==> config.mk <==
export PLATFORM = sky130hd
export DESIGN_NAME = divisor_parametrico
export DESIGN_NICKNAME = d
export VERILOG_FILES = /design/src/rtl/divisor_pkg.sv /design/src/rtl/divisor_paso.sv /design/src/rtl/divisor_parametrico.sv
export SDC_FILE = /design/constraint.sdc
export NUM_CORES = 1
export LEC_CHECK = 0
export CAP_MARGIN = 20
export CORE_ASPECT_RATIO = 1.1
export CORE_MARGIN = 2
export CORE_UTILIZATION = 55
export DETAILED_ROUTE_END_ITERATION = 10
export PLACE_DENSITY = 0.89
export SLEW_MARGIN = 20
export SYNTH_ARGS = -nofsm -noshare
export SYNTH_HDL_FRONTEND = slang
export SYNTH_SLANG_ARGS = --single-unit
==> constraint.sdc <==
create_clock -name CLK -period 6.7 [get_ports CLK]
set_input_delay 1.34 -clock CLK [delete_from_list [all_inputs] [get_ports CLK]]
set_output_delay 1.34 -clock CLK [all_outputs]
set_load 0.05 [all_outputs]
==> src/rtl/divisor_pkg.sv <==
// Shared types and helpers for the parametrised sequential divider.
package divisor_pkg;

    typedef enum logic [1:0] {
        IDLE,
        OPERA,
        CORRIGE
    } estado_t;

    // Counter must hold the value tamanyo itself, hence tamanyo+1 codes.
    function automatic int ancho_cont(input int tamanyo);
        return $clog2(tamanyo + 1);
    endfunction

endpackage

==> src/rtl/divisor_paso.sv <==
// One combinational restoring-division step: shift in the next dividend bit
// and subtract the divisor when the shifted remainder is large enough.
module divisor_paso #(
    parameter int tamanyo = 32
) (
    input  logic [tamanyo:0]   resto,
    input  logic               bit_msb,
    input  logic [tamanyo-1:0] divisor,
    output logic [tamanyo:0]   nuevo_resto,
    output logic               bit_coc
);

    logic [tamanyo+1:0] desplazado;
    logic [tamanyo+1:0] divisor_ext;

    // Compare/subtract on a widened copy so no bit of the shifted value is lost.
    always_comb begin
        desplazado  = {resto, bit_msb};
        divisor_ext = {2'b00, divisor};
        if (desplazado >= divisor_ext) begin
            bit_coc     = 1'b1;
            nuevo_resto = (tamanyo+1)'(desplazado - divisor_ext);
        end else begin
            bit_coc     = 1'b0;
            nuevo_resto = desplazado[tamanyo:0];
        end
    end

endmodule

==> src/rtl/divisor_parametrico.sv <==
// Parametrised radix-2 restoring divider, signed/unsigned per operation,
// with ready, divide-by-zero and signed-overflow indications.
module divisor_parametrico
    import divisor_pkg::*;
#(
    parameter int tamanyo = 32
) (
    input  logic               CLK,
    input  logic               RSTn,
    input  logic               START,
    input  logic               SIGNO,
    input  logic [tamanyo-1:0] NUM,
    input  logic [tamanyo-1:0] DEN,
    output logic               RDY,
    output logic [tamanyo-1:0] COC,
    output logic [tamanyo-1:0] RES,
    output logic               DONE,
    output logic               DZ,
    output logic               OVF
);

    localparam int              CW     = ancho_cont(tamanyo);
    localparam logic [CW-1:0]   CARGA  = CW'(tamanyo);
    localparam logic [tamanyo-1:0] MINIMO = {1'b1, {(tamanyo-1){1'b0}}};

    estado_t            estado;
    logic [tamanyo:0]   resto;
    logic [tamanyo-1:0] dividendo;
    logic [tamanyo-1:0] divisor;
    logic [CW-1:0]      cont;
    logic               neg_coc;
    logic               neg_res;
    logic               dz_pend;
    logic               ovf_pend;

    logic [tamanyo-1:0] mag_num;
    logic [tamanyo-1:0] mag_den;
    logic [tamanyo:0]   nuevo_resto;
    logic               bit_coc;

    // Operand magnitudes; only signed mode takes the absolute value.
    always_comb begin
        mag_num = (SIGNO && NUM[tamanyo-1]) ? -NUM : NUM;
        mag_den = (SIGNO && DEN[tamanyo-1]) ? -DEN : DEN;
    end

    divisor_paso #(
        .tamanyo(tamanyo)
    ) u_paso (
        .resto      (resto),
        .bit_msb    (dividendo[tamanyo-1]),
        .divisor    (divisor),
        .nuevo_resto(nuevo_resto),
        .bit_coc    (bit_coc)
    );

    // Control FSM with registered outputs; dividendo shifts out dividend bits
    // and shifts in quotient bits, so it ends up holding the quotient.
    always_ff @(posedge CLK) begin
        if (!RSTn) begin
            estado    <= IDLE;
            RDY       <= 1'b1;
            COC       <= '0;
            RES       <= '0;
            DONE      <= 1'b0;
            DZ        <= 1'b0;
            OVF       <= 1'b0;
            resto     <= '0;
            dividendo <= '0;
            divisor   <= '0;
            cont      <= '0;
            neg_coc   <= 1'b0;
            neg_res   <= 1'b0;
            dz_pend   <= 1'b0;
            ovf_pend  <= 1'b0;
        end else begin
            DONE <= 1'b0;
            case (estado)
                IDLE: begin
                    if (START) begin
                        RDY <= 1'b0;
                        if (DEN == '0) begin
                            dz_pend   <= 1'b1;
                            ovf_pend  <= 1'b0;
                            dividendo <= NUM;
                            estado    <= CORRIGE;
                        end else begin
                            dz_pend   <= 1'b0;
                            ovf_pend  <= SIGNO && (NUM == MINIMO) && (DEN == '1);
                            neg_coc   <= SIGNO && (NUM[tamanyo-1] ^ DEN[tamanyo-1]);
                            neg_res   <= SIGNO && NUM[tamanyo-1];
                            dividendo <= mag_num;
                            divisor   <= mag_den;
                            resto     <= '0;
                            cont      <= CARGA;
                            estado    <= OPERA;
                        end
                    end
                end
                OPERA: begin
                    resto     <= nuevo_resto;
                    dividendo <= {dividendo[tamanyo-2:0], bit_coc};
                    cont      <= cont - 1'b1;
                    if (cont == CW'(1)) begin
                        estado <= CORRIGE;
                    end
                end
                CORRIGE: begin
                    if (dz_pend) begin
                        COC <= '1;
                        RES <= dividendo;
                        DZ  <= 1'b1;
                        OVF <= 1'b0;
                    end else begin
                        COC <= neg_coc ? -dividendo : dividendo;
                        RES <= neg_res ? -resto[tamanyo-1:0] : resto[tamanyo-1:0];
                        DZ  <= 1'b0;
                        OVF <= ovf_pend;
                    end
                    DONE   <= 1'b1;
                    RDY    <= 1'b1;
                    estado <= IDLE;
                end
                default: begin
                    RDY    <= 1'b1;
                    estado <= IDLE;
                end
            endcase
        end
    end

endmodule

==> run summary <==
status - finished clean
pwr/cell area - 293 nW/um2
Die Y - 156 um
final core area utilization - 0.653
ant diodes - 0
Worst Setup Path Type - primary input to flop
PortBufs - 135
Slew Limit Fails - 0
Post-synth EDFFs - 0
largest net degree at the start of global routing - 105
Area contributors post-synth - dfxtp_1, xor2_1, nand2_1
first-pass GRT wire length - 51.1 mm
Seq/Total Area, Yosys - 0.307
worst skew pair latency - 440 ps
Clock Sinks - 177
DRT Wirelength - 31.8 mm
clock tree buffer depth - 2
CTS tree - done
FILL cells - 1,712
startpoint types - primary input
Worst Path Arrival - 4480 ps
Slew Limit Headroom - 0.260
Num CTS Buffers - 17
design area - 13,400 um2
vias per std cell - 6.29
setup violators final - 0
routed length per placed instance - 17.7 um
Root Driver - clkbuf_16
TritonRoute pass-1 iters - 6
DP Area - 12,900 um2
Synth Warn # - 0
Mapped Area - 11,500 um2
most frequent cells after synthesis - nand2_1, dfxtp_1, o21ai_0
max_cap viols - 0
total chip power - 3.94 mW
Synth Register Bits - 177
Setup Skew - 17.7 ps
P_leak - 5.08 nW
CTS Hold Bufs - 0
area leader, netlist - dfxtp_1
CP max FO - 26
WP data required - 6970 ps
Synthesized Nets - 1,571
Post-DRT Antenna Nets - 0
share of Yosys cell area claimed by the top area cell type - 0.307
placed cell count - 1,765
initial core utilization - 0.560
Top Ports - 136
DRC - 0
Final Hold Fails - 0
Final nets - 1,636
post-CTS sizing - 0
Die ar. - 22,100 um2
final critical-path share of the clock period - 0.628
fmax - 0.238 GHz
H-tree depth - 4
DRT iter0 DRCs - 1,077
Synth Instances - 1,463
syn avg cell area - 7.88 um2
reg-to-reg slack, setup - 2900 ps
post-route setup slack - 2490 ps
fraction of layout cells with a size suffix above 1 - 0.0526
number of global-route vias before repair - 10,352
CP endpoint kind - flop
Setup TNS - 0 ps
CTS clk-pin slew, worst paths - 70 ps
Final Wtd Congestion - 0.955
RSZ-0062 raised after global routing - no
most frequent cell after synthesis - nand2_1
Synth cell types - 67
total grt overflow - 0
core area - 20,600 um2
most common flop cell mapped by yosys - dfxtp_1
HP Class - flop to flop
DIE WIDTH - 142 um
DP HPWL - 23.4 mm
via count - 11,312
maximum vdd drop - 0.000228 V
Area Overhead vs Synth - 16.5%
postcts setup bufs - 0
post-route insts no fill - 1,797
asr flop ratio synth - 0
final worst path period need - 4210 ps
Rows - 55
aggregate global-route resource usage - 0.283
setup slack at placement - 2090 ps
initial antenna violation count - 0
WHS - 458 ps
Worst Tran Pin Value - 1110 ps
## power breakdown
part / switching, mW / internal (mW)
clock network: 0.431 / 0.523
logic: 1.02 / 0.694
registers: 0.137 / 1.13
total: 1.59 / 2.35
## cells by family (layout without fill, tap and decap cells)
logic type	after synthesis	after routing	share of synthesized area
XOR/XNOR	152	152	0.116
multiplexers	29	29	0.0253
flip-flops	177	177	0.307
AO/OA/AOI/OAI	446	446	0.255
buffers and inverters	150	228	0.0532
adder cells (fa/ha/maj)	40	40	0.0441
AND/OR/NAND/NOR	469	469	0.199
## critical path, stage by stage
cell	delay [ps]
clkdlybuf4s50_1	510
or4_4	620
nor4b_4	390
nand4_2	240
or2_1	310
and3_1	540
o21ai_0	250
xor2_1	170
o21ai_0	100
## layout by cell type, fill, tap and decap left out, types with 39 or more instances in the layout
master and n:
nand2_1 195, dfxtp_1 176, o21ai_0 136, clkdlybuf4s50_1 134
a21oi_1 86, xor2_1 84, nor2_1 75, xnor2_1 68
inv_1 50, nand3_1 42, ha_1 39
## registers in the layout (all words and copies together), names as in the netlist
register / cells
COC: 32
DONE: 1
DZ: 1
OVF: 1
RDY: 1
RES: 32
cont: 6
dividendo: 32
divisor: 32
dz_pend: 1
estado: 2
neg_coc: 1
neg_res: 1
ovf_pend: 1
resto: 33
## routing by layer
metal | global-route usage | up-vias | routed length (um)
met2 | 0.487 | 548 | 15100
met4 | 0.0895 | 0 | 879
li1 | - | 5390 | -
met1 | 0.363 | 5292 | 13300
met3 | 0.0460 | 82 | 2620
met5 | 0 | - | 0
## cell type report
type                       count  area, um2  share of cell area
clock inverter                11        106             0.00792
inverter                      50        188              0.0140
multi-input combinational   1136       7390               0.550
tap                          256        320              0.0238
timing repair buffer         146       1430               0.107
clock buffer                  21        450              0.0335
sequential                   177       3540               0.264
## worst paths after layout
path                      start             to  cells after the start
setup / recovery         DEN[9]  dividendo[12]                      9
setup reg to reg  dividendo[31]      resto[21]                     13
hold / removal          RES[18]        RES[18]                      2
hold reg to reg         RES[18]        RES[18]                      2
(Power assumes the default switching activity.)
